File: config.mk
export PLATFORM = sky130hd
export DESIGN_NAME = fp8_twiddle_gen
export DESIGN_NICKNAME = d
export VERILOG_FILES = /design/src/rtl/fft_fp8_pkg.sv /design/src/rtl/fp8_twiddle_rom.sv /design/src/rtl/fp8_twiddle_gen.sv
export SDC_FILE = /design/constraint.sdc
export NUM_CORES = 1
export LEC_CHECK = 0
export CAP_MARGIN = 20
export CORE_UTILIZATION = 25
export CTS_CLUSTER_SIZE = 28
export DETAILED_ROUTE_END_ITERATION = 8
export GPL_TIMING_DRIVEN = 0
export PLACE_DENSITY = 0.49
export RECOVER_POWER = 25
export SYNTH_ARGS = -nofsm -noshare
export SYNTH_HDL_FRONTEND = slang
export SYNTH_SLANG_ARGS = --single-unit
File: constraint.sdc
create_clock -name clk -period 4.2 [get_ports clk]
set_input_delay 0.63 -clock clk [delete_from_list [all_inputs] [get_ports clk]]
set_output_delay 0.63 -clock clk [all_outputs]
set_load 0.01 [all_outputs]
File: src/rtl/fft_fp8_pkg.sv
// Shared E4M3 constants, FSM state type and the quantized W_64^k twiddle table.
// Combinational helpers only; no latency and no flow control here.
// Backpressure: not applicable (package).
package fft_fp8_pkg;

  localparam logic [7:0] FP8_ONE  = 8'h38;
  localparam logic [7:0] FP8_ZERO = 8'h00;
  localparam int         FP8_BIAS = 7;
  localparam logic [7:0] FP8_SIGN = 8'h80;
  localparam int         N_MAX    = 64;

  typedef enum logic {
    TW_IDLE = 1'b0,
    TW_RUN  = 1'b1
  } tw_state_e;

  // {re, im} = E4M3 of cos(2*pi*k/64), -sin(2*pi*k/64), round-to-nearest-even
  localparam logic [15:0] W64_TABLE [32] = '{
    {FP8_ONE, FP8_ZERO}, 16'h389D, 16'h38A4, 16'h37A9,
    16'h37AC, 16'h36AF, 16'h35B1, 16'h34B2,
    16'h33B3, 16'h32B4, 16'h31B5, 16'h2FB6,
    16'h2CB7, 16'h29B7, 16'h24B8, 16'h1DB8,
    16'h00B8, 16'h9DB8, 16'hA4B8, 16'hA9B7,
    16'hACB7, 16'hAFB6, 16'hB1B5, 16'hB2B4,
    16'hB3B3, 16'hB4B2, 16'hB5B1, 16'hB6AF,
    16'hB7AC, 16'hB7A9, 16'hB8A4, 16'hB89D
  };

  // Radix-2 DIT exponent k = (j mod 2^s) << (log2n-1-s), rescaled onto the N_MAX table.
  function automatic logic [4:0] tw_rom_addr(input logic [2:0] s, input logic [4:0] j,
                                             input int log2n);
    logic [5:0] k;
    k = ({1'b0, j} & 6'((1 << s) - 1)) << (log2n - 1 - int'(s));
    return 5'(k << ($clog2(N_MAX) - log2n));
  endfunction

endpackage

File: src/rtl/fp8_twiddle_rom.sv
// Twiddle lookup into the shared W_64^k table.
// Latency 1 cycle (registered output); en=0 holds the last word so a stalled beat stays put.
module fp8_twiddle_rom
  import fft_fp8_pkg::*;
(
  input  logic       clk,
  input  logic       rst_n,
  input  logic       en,
  input  logic [4:0] addr,
  output logic [7:0] tw_re,
  output logic [7:0] tw_im
);

  logic [15:0] rd_d, rd_q;

  always_comb begin
    rd_d = rd_q;
    if (en) rd_d = W64_TABLE[addr];
  end

  always_ff @(posedge clk or negedge rst_n) begin
    if (!rst_n) rd_q <= '0;
    else        rd_q <= rd_d;
  end

  assign tw_re = rd_q[15:8];
  assign tw_im = rd_q[7:0];

endmodule

File: src/rtl/fp8_twiddle_gen.sv
// FFT twiddle sequencer: emits log2(N)*N/2 E4M3 beats in radix-2 DIT order; FP8_TWIDDLE_CONJ_EN adds 'inverse'.
// Latency: first beat the cycle after start; one beat per cycle while tw_ready is high.
// Backpressure: tw_ready low freezes every tw_* output until the beat is accepted.
module fp8_twiddle_gen
  import fft_fp8_pkg::*;
#(
  parameter int N = 16
) (
  input  logic       clk,
  input  logic       rst_n,
  input  logic       start,
`ifdef FP8_TWIDDLE_CONJ_EN
  input  logic       inverse,
`endif
  output logic       busy,
  output logic       done,
  output logic       tw_valid,
  input  logic       tw_ready,
  output logic [7:0] tw_real,
  output logic [7:0] tw_imag,
  output logic [2:0] tw_stage,
  output logic [4:0] tw_index
);

  localparam int         LOG2N  = $clog2(N);
  localparam logic [4:0] J_LAST = 5'(N / 2 - 1);
  localparam logic [2:0] S_LAST = 3'(LOG2N - 1);

  tw_state_e  state_d, state_q;
  logic [2:0] stage_d, stage_q;
  logic [4:0] index_d, index_q;
  logic       done_d, done_q;
  logic       rom_en;
  logic [7:0] rom_re, rom_im, im_sel;

  always_comb begin
    state_d = state_q;
    stage_d = stage_q;
    index_d = index_q;
    done_d  = 1'b0;
    rom_en  = 1'b0;
    case (state_q)
      TW_IDLE: begin
        if (start) begin
          state_d = TW_RUN;
          stage_d = '0;
          index_d = '0;
          rom_en  = 1'b1;
        end
      end
      TW_RUN: begin
        if (tw_ready) begin
          rom_en = 1'b1;
          if (index_q == J_LAST) begin
            index_d = '0;
            if (stage_q == S_LAST) begin
              state_d = TW_IDLE;
              stage_d = '0;
              done_d  = 1'b1;
            end else begin
              stage_d = stage_q + 3'd1;
            end
          end else begin
            index_d = index_q + 5'd1;
          end
        end
      end
      default: state_d = TW_IDLE;
    endcase
  end

  always_ff @(posedge clk or negedge rst_n) begin
    if (!rst_n) begin
      state_q <= TW_IDLE;
      stage_q <= '0;
      index_q <= '0;
      done_q  <= 1'b0;
    end else begin
      state_q <= state_d;
      stage_q <= stage_d;
      index_q <= index_d;
      done_q  <= done_d;
    end
  end

  // ROM is fetched with the next (s, j) so its registered word lines up with stage_q/index_q.
  fp8_twiddle_rom u_rom (
    .clk   (clk),
    .rst_n (rst_n),
    .en    (rom_en),
    .addr  (tw_rom_addr(stage_d, index_d, LOG2N)),
    .tw_re (rom_re),
    .tw_im (rom_im)
  );

`ifdef FP8_TWIDDLE_CONJ_EN
  logic inv_d, inv_q;

  always_comb begin
    inv_d = inv_q;
    if (state_q == TW_IDLE && start) inv_d = inverse;
  end

  always_ff @(posedge clk or negedge rst_n) begin
    if (!rst_n) inv_q <= 1'b0;
    else        inv_q <= inv_d;
  end

  // zero keeps its sign so the conjugate never produces 8'h80
  assign im_sel = (inv_q && rom_im != FP8_ZERO) ? (rom_im ^ FP8_SIGN) : rom_im;
`else
  assign im_sel = rom_im;
`endif

  assign tw_valid = (state_q == TW_RUN);
  assign busy     = tw_valid;
  assign done     = done_q;
  assign tw_real  = tw_valid ? rom_re  : FP8_ZERO;
  assign tw_imag  = tw_valid ? im_sel  : FP8_ZERO;
  assign tw_stage = tw_valid ? stage_q : 3'd0;
  assign tw_index = tw_valid ? index_q : 5'd0;

endmodule

Word level (Yosys, flattened, before mapping). Memory sizes are Yosys's and may differ from the RTL's. A register that Yosys moved wholly into a read port is not among the register bits. Cells that the tools add are included.

Word-level logic and storage cells: 41. Output and inout bits: 27. Memory bits (read-only): 512. Memories kept: 1. Flip-flop bits (word level): 10. Input bits: 4.

Shifts and indexed selects: 2. Mux-type cells: 24. Bitwise gates (word level): 3. Eq/ne operators: 2. $add $sub $neg: 4. Reductions and logical operators: 1.

Memory list: (name not given) (depth 32, bits a word 16, read ports 1, clocked after Yosys merged registers in 1, wr ports 0, line fp8_twiddle_rom.sv:18) `if (en) rd_d = W64_TABLE[addr];`.

Operators with widths (count): 6-bit by 32-bit left shift with 3-bit output (1); 5-bit 2-to-1 mux (4); 8-bit 2-to-1 mux (2); 3-bit 2-to-1 mux (5); 5-bit one-hot mux with 2 select lines (1); 1-bit 2-to-1 mux (9); 5-bit by 6-bit AND with 6-bit output (1); 5-bit NOT with 6-bit output (1); 3-bit one-hot mux with 2 select lines (1); 1-bit by 3-bit left shift with 6-bit output, first input constant (1); 6-bit by 2-bit subtractor with 6-bit output, second input constant (1); 5-bit by 1-bit adder with 5-bit output, second input constant (1); 5-bit by 3-bit == test with 1-bit output, second input constant (1); 1-bit one-hot mux with 2 select lines (2); 2-bit by 3-bit subtractor with 4-bit output, first input constant (1); 3-bit by 1-bit adder with 3-bit output, second input constant (1); 3-bit by 2-bit == test with 1-bit output, second input constant (1); 1-bit logical NOT (1); 1-bit NOT (1).

Depth between registers and ports, before layout. Gate-level depths: netlist of the first run.

Word-level depth: 10. Gate-level depth with buffers: 15.

Cells and area by module. A second synthesis of the first run with hierarchy kept.

Cell total of the unflattened synthesis: 215. Area total of the unflattened synthesis: 1911.8 µm².

By module, submodules not included: fp8_twiddle_rom (area each 1051.0 µm², cells an instance 117, seq. area each 350.3 µm², instances 1); fp8_twiddle_gen (area each 860.8 µm², cells an instance 98, seq. area each 250.2 µm², instances 1).

Worst setup path after synthesis of the first run. OpenSTA, ideal clock, no wires.

Path kind: reg-to-reg. Start point: register index_q[0]. End point: register u_rom.rd_q[9]. Cell stages (with the launch flop): 16. Arrival: 2.835 ns. Slack: 1.244 ns. Data required time: 4.079 ns. Buffers on the path: 1. Path through: dfrtp_1 ha_1 and4bb_1 and3_1 nand2_1 nand3_1 buf_6 nand3_1 ha_1 nand2b_2 nand2b_1 a21o_1 ha_1 inv_1 a31oi_1 o22a_1.

Word-level cells in the longest chain between the ends: 9. Elaborated cells between the ends (all ways): 15.

RTL lines: start: declaration (line fp8_twiddle_gen.sv:31) `logic [4:0] index_d, index_q;`; start signal: assignment (line fp8_twiddle_gen.sv:81) `index_q <= index_d;`; 5-bit by 3-bit == test with 1-bit output (line fp8_twiddle_gen.sv:54) `if (index_q == J_LAST) begin`; 3-bit 2-to-1 mux (line fp8_twiddle_gen.sv:54); 3-bit 2-to-1 mux (line fp8_twiddle_gen.sv:52) `if (tw_ready) begin`; 3-bit one-hot mux with 2 select lines (line fp8_twiddle_gen.sv:42) `case (state_q)`; 1-bit by 3-bit left shift with 6-bit output (line fft_fp8_pkg.sv:33) `k = ({1'b0, j} & 6'((1 << s) - 1)) << (log2n - 1 - int'(s));`; 6-bit by 2-bit subtractor with 6-bit output (line fft_fp8_pkg.sv:33); 5-bit by 6-bit AND with 6-bit output (line fft_fp8_pkg.sv:33); 6-bit by 32-bit left shift with 3-bit output (*) (line fft_fp8_pkg.sv:33); 5-bit NOT with 6-bit output (implied by the code) (*) (line fp8_twiddle_rom.sv:18); end: declaration (line fp8_twiddle_rom.sv:14) `logic [15:0] rd_d, rd_q;`.

Every way passes the cells marked *; elsewhere a longest branch is shown, timed or not.

Worst setup path in the final report of the first run.
Start point: input tw_ready. End point: register u_rom.rd_q[9].

Word-level cells in the longest chain between the ends: 7. Elaborated cells between the ends (all ways): 12.

RTL lines: start: declaration (line fp8_twiddle_gen.sv:18) `input logic tw_ready,`; 3-bit 2-to-1 mux (line fp8_twiddle_gen.sv:52); 3-bit one-hot mux with 2 select lines (line fp8_twiddle_gen.sv:42); 1-bit by 3-bit left shift with 6-bit output (line fft_fp8_pkg.sv:33); 6-bit by 2-bit subtractor with 6-bit output (line fft_fp8_pkg.sv:33); 5-bit by 6-bit AND with 6-bit output (line fft_fp8_pkg.sv:33); 6-bit by 32-bit left shift with 3-bit output (line fft_fp8_pkg.sv:33); 5-bit NOT with 6-bit output (implied by the code) (line fp8_twiddle_rom.sv:18).

Parallel ways exist; a longest one is shown, timed or not.

==> results.toml, run 1 <==
[drt]
ant_nets = 0
remaining_drc_errors = 0
drtIter0Drc = 52
wl_per_cell_um = 12.8
route.vias.total = 1221
drt-vias-per-instance = 4.83
first_pass_iters = 4
totalWireLength_um = 3240

[worst_setup_path]
arrival_ns = 3.90
required_ns = 4.40
start_kind = "input pin"
r2r-start = "index_q[0]"
cp_max_fo = 10
criticalPathCategory = "input pin to register"
critical_path.endpoint_type = "register"
cp-startpoint = "tw_ready"

[final_layout]
multi_input_area_um2 = 811
layout.area.seq_um2 = 500
fin_nets = 193
n_fill_cell = 595
final_cell_mix = "clkdlybuf4s50_1, dfrtp_1, and2_1, nand2_1, nor2_1"
antenna_cells = 0
drive_above_1_share_pct = 16.6
final_common_cell = "clkdlybuf4s50_1"
area_growth_pct = 28.7

[run_status]
status = "finished clean"

[clock_network]
cts_tree = "done"
numCtsBuffers = 3
holdBufCountCts = 0
clk_pin_slew_ns = 0.07
postCtsSetupBuffers = 0
cts_resized = 0
clockBufferDepth = 2
htreeDepth = 1
cts.sinks = 20
root_buffer = "clkbuf_8"
clock_latency_ns = 0.26

[grt]
grt_pass1_wl_um = 5600
grt_pass1_vias = 1207
grt_max_degree = 21
antenna_found_initial = 0
grt-ovfl-total = 0
track_usage_pct = 11.8

[timing]
tightest_slew_ns = 0.944
relSlewSlack_pct = 36.8
finalSetupViolCount = 0
rsz0062_at_grt = "false"
slew_violations = 0
period_share_pct = 88.2
setup_tns_ns = 0
fmax_mhz = 270
min_period_ns = 3.71
finalClockSkew_ns = 0.00408
holdWs_ns = 0.475
final_hold_viol_count = 0

[synthesis]
yosys_warnings = 0
post_synth_num_cell_types = 47
synth_area_um2 = 1430
yosys-top-cells-area = "dfrtp_1, and2_1, ha_1"
synth_top_area_share_pct = 34.9
ys_async_sr_fraction_pct = 100
yosysSeqAreaShare_pct = 34.9
synth-seq-cells = 20
syn_inst = 149
synth_top_cell_by_area = "dfrtp_1"
synth_ff_type = "dfrtp_1"
synth-edff-count = 0
postSynthAreaPerCell_um2 = 9.61

[pwr]
powerDensity_nw_per_um2 = 687
leakage_nw = 0.787
peakVddDrop_v = 0.000141

[placed_design]
portBuffers = 28
dp_hpwl_um = 2450
gp_congestion = 0.821

[floorplan]
ios = 31
initial_core_util_pct = 26.0
rows = 27
die_h_um = 77.7
die_w_um = 77.7
dieArea_um2 = 6040
coreArea_um2 = 5510

[worst_hold_path]
hold_path.class = "register to register"
worstHoldStart = "u_rom.rd_q[10]"

[job]
maxCapViolCount = 0
[state kept, by name, indices dropped and copies added, names as in the netlist, named ones only]
signal      cells
u_rom.rd_q     10
stage_q         3
busy            1
index_q         3
done            1
[critical path: stages]
cell and delay (ns):
dlygate4sd3_1 0.56, clkbuf_1 0.36, and3_1 0.25, nand2_1 0.09
nand3_1 0.17, buf_6 0.17, nand3_1 0.08, ha_1 0.28
nand2b_2 0.24, nand2b_1 0.16, a21o_1 0.20, ha_1 0.35
inv_1 0.05, a31oi_1 0.15, o22a_1 0.14
[synthesized netlist by cell type, drive strengths merged (2+ instances only)]
| cell | instances |
|---|---|
| buf | 12 |
| o211ai | 2 |
| a221o | 2 |
| clkbuf | 2 |
| inv | 6 |
| nand2b | 3 |
| nand4 | 5 |
| a22o | 3 |
| nor3 | 2 |
| a31oi | 7 |
| nand3 | 7 |
| o21ai | 2 |
| nor2b | 3 |
| o22a | 5 |
| nor2 | 9 |
| dfrtp | 20 |
| a21oi | 2 |
| and2 | 18 |
| ha | 6 |
| a21o | 4 |
| o31ai | 2 |
| nand2 | 12 |
[layer usage]
metal  global-route usage, %  vias up  share of wire, %
met1                    14.3      577                46
met3                    1.53        8               4.1
li1                        -      598                 -
met4                    7.17        0               2.8
met2                    19.8       38                47
met5                       0        -                 0
[layout make-up]
class	instances	area share [%]
multi-input cells	110	44.0
flip-flops and latches	20	27.1
repair buffers	28	15.2
plain buffers	14	5.22
well taps	72	4.88
clock buffers	3	2.24
inverters	6	1.36
[per-stage QoR]
step	power, mW	setup slack (ns)	cells	utilization, %	cell area (um^2)
finish	1.27	0.495	253	33.5	1840
floorplan	0.864	1.24	150	-	1440
detailed placement	1.15	0.485	250	32.8	1810
global placement	1.14	0.556	250	32.8	1810
CTS	1.28	0.748	253	33.6	1850
global route	1.37	0.319	253	33.5	1840
[cells by family (layout without fill, tap and decap cells)]
kind of cell | count (synthesis) | in the layout | synth area share, %
simple gates | 66 | 66 | 28.6
compound gates | 34 | 34 | 20.9
flops | 20 | 20 | 34.9
buf+inv | 20 | 51 | 8.73
fa+ha+maj | 6 | 6 | 5.24
other cells | 1 | 2 | 0.262
xor+xnor | 1 | 1 | 0.611
mux | 1 | 1 | 0.786
[power breakdown]
part	switching, mW	internal [mW]
combinational	0.372	0.437
sequential	0.0664	0.268
clock	0.0602	0.0638
[final timing paths]
kind	end	slack (ns)	cells after the start
max reg2reg	u_rom.rd_q[9]	0.84	15
max	u_rom.rd_q[9]	0.49	15
min	u_rom.rd_q[10]	0.48	2
min in group asynchronous	index_q[2]	0.96	1
max in group asynchronous	u_rom.rd_q[3]	2.66	1
min reg2reg	u_rom.rd_q[10]	0.48	2
No activity file was read; power rests on OpenSTA's default activity.
==> inputs of run 2 (changes only) <==
Settings changed: TNS_END_PERCENT set to 100.
==> results of run 2 <==
Same layout as run 1: the final DEF is identical, and so are final timing and power.
==> inputs of run 3 (changes only) <==
Settings changed: CORE_MARGIN set to 2.
==> run 3 against run 2 <==
Flip-flop and latch count unchanged. Largest cell class unchanged. Sequential share of layout area down 0.11 points. Fmax up 10%. Combinational power about the same.
==> results.toml, run 3 (synthesized netlist as in run 1, its figures left out) <==
[final_layout]
final_cell_mix = "clkdlybuf4s50_1, dfrtp_1, and2_1, nand2_1"
drive_above_1_share_pct = 17.0
fin_nets = 194
antenna_cells = 0
multi_input_area_um2 = 811
largest_reg_flops = 10
n_fill_cell = 591
area_growth_pct = 29.3
fin_area_um2 = 1850
reg_top3 = "u_rom.rd_q (10), index_q (3), stage_q (3)"
finalNonFillerCells = 254
layout.area.seq_um2 = 500
top_register = "u_rom.rd_q"
final_common_cell = "clkdlybuf4s50_1"

[floorplan]
coreArea_um2 = 5510
rows = 27
ios = 31
initial_core_util_pct = 26.0
die_w_um = 79.7
dieArea_um2 = 6350
die_h_um = 79.7

[clock_network]
numCtsBuffers = 3
cts.sinks = 20
cts_resized = 0
clockBufferDepth = 2
postCtsSetupBuffers = 0
clk_pin_slew_ns = 0.07
htreeDepth = 1
cts_tree = "done"
clock_latency_ns = 0.25
holdBufCountCts = 0
root_buffer = "clkbuf_8"

[job]
maxCapViolCount = 0

[pwr]
powerDensity_nw_per_um2 = 686
leakage_nw = 0.792
peakVddDrop_v = 0.000143

[drt]
ant_nets = 0
route.met2.wl_um = 1500
m1WireLength_um = 1530
wl_per_cell_um = 12.6
totalWireLength_um = 3210
dr_wl_met3_um = 107
first_pass_iters = 4
drt-vias-per-instance = 4.68
remaining_drc_errors = 0
drtIter0Drc = 45
route.vias.total = 1188
routed.top_layer = "met4"

[worst_setup_path]
crit_top_cell = "ha_1"
arrival_ns = 3.56
worst_path_max_delay_cell = "clkdlybuf4s50_1"
cp_cell_sequence = "clkdlybuf4s50_1 -> nor2_1 -> a221o_1 -> nor2_4 -> nand3_1 -> ha_1 -> nand2b_2 -> nand2b_1 -> a21o_1 -> ha_1 -> inv_1 -> a31oi_1 -> o22a_1"
cp_max_fo = 7
cp_slowest_stage_delay_ns = 0.51
required_ns = 4.40
start_kind = "input pin"
critical_path.endpoint_type = "register"
criticalPathCategory = "input pin to register"

[timing]
relSlewSlack_pct = 25.6
setup_ws_ns = 0.833
setup_tns_ns = 0
holdWs_ns = 0.480
finalClockSkew_ns = 0.00262
final_hold_viol_count = 0
finalSetupViolCount = 0
rsz0062_at_grt = "false"
tightest_slew_ns = 1.12
slew_violations = 0
min_period_ns = 3.37
fmax_mhz = 297
period_share_pct = 80.2

[placed_design]
placed_cell_area_um2 = 1810
dp_hpwl_um = 2530
dp_cells = 250
post-place-ws_ns = 0.579
gp_congestion = 0.847
portBuffers = 28

[grt]
grt_pass1_vias = 1176
track_usage_pct = 10.9
grt_pass1_wl_um = 5400
grt_max_degree = 21
antenna_found_initial = 0
grt-ovfl-total = 0

[run_status]
status = "finished clean"

[worst_hold_path]
hold_path.class = "register to register"
==> run 3: cell types whose count changed in the layout (fill, tap and decap cells not counted) <==
cell	before	now
clkdlybuf4s50_1	26	27
dlygate4sd3_1	2	1
buf_4	7	8
==> run 3: final cells by class <==
class,count,area share [%]
Buffer,14,5.41
Tap cell,72,4.86
Multi-Input combinational cell,110,43.8
Clock buffer,3,2.23
Sequential cell,20,27.0
Inverter,6,1.35
Timing Repair Buffer,29,15.3
==> run 3: path summary, 6_finish.rpt <==
check / start / to / slack, ns / cells past startpoint
max in group asynchronous: rst_n / busy / 2.38 / 2
hold reg to reg: u_rom.rd_q[10] / u_rom.rd_q[10] / 0.48 / 2
setup reg to reg: index_q[0] / u_rom.rd_q[9] / 0.90 / 15
hold / removal: u_rom.rd_q[10] / u_rom.rd_q[10] / 0.48 / 2
setup / recovery: start / u_rom.rd_q[9] / 0.83 / 13
min in group asynchronous: rst_n / index_q[2] / 0.60 / 1
==> run 3: power by group <==
| group | internal [mW] | leakage [nW] | total [mW] | switching, mW |
|---|---|---|---|---|
| logic | 0.438 | 0.532 | 0.810 | 0.372 |
| clock network | 0.0637 | 0.0216 | 0.124 | 0.0601 |
| registers | 0.268 | 0.239 | 0.336 | 0.0681 |
| total | 0.770 | 0.792 | 1.27 | 0.500 |
==> run 3: worst max-delay path, delay by kind of cell <==
| kind | cells | cell delay [ns] |
|---|---|---|
| AOI/OAI and AO/OA | 4 | 0.92 |
| adders and majority gates | 2 | 0.63 |
| and+or+nand+nor | 5 | 0.80 |
| buffers and inverters | 2 | 0.57 |
==> run 3: layer usage <==
| metal | GRT usage [%] | vias up |
|---|---|---|
| li1 | - | 593 |
| met4 | 5.69 | 0 |
| met1 | 14.4 | 570 |
| met3 | 1.70 | 4 |
| met5 | 0 | - |
| met2 | 17.1 | 21 |
==> run 3: stage by stage <==
step,utilization [%],power [mW]
3_5_place_dp,32.8,1.16
3_3_place_gp,32.8,1.14
2_1_floorplan,-,0.864
4_1_cts,33.6,1.28
6_report,33.6,1.27
5_1_grt,33.6,1.37
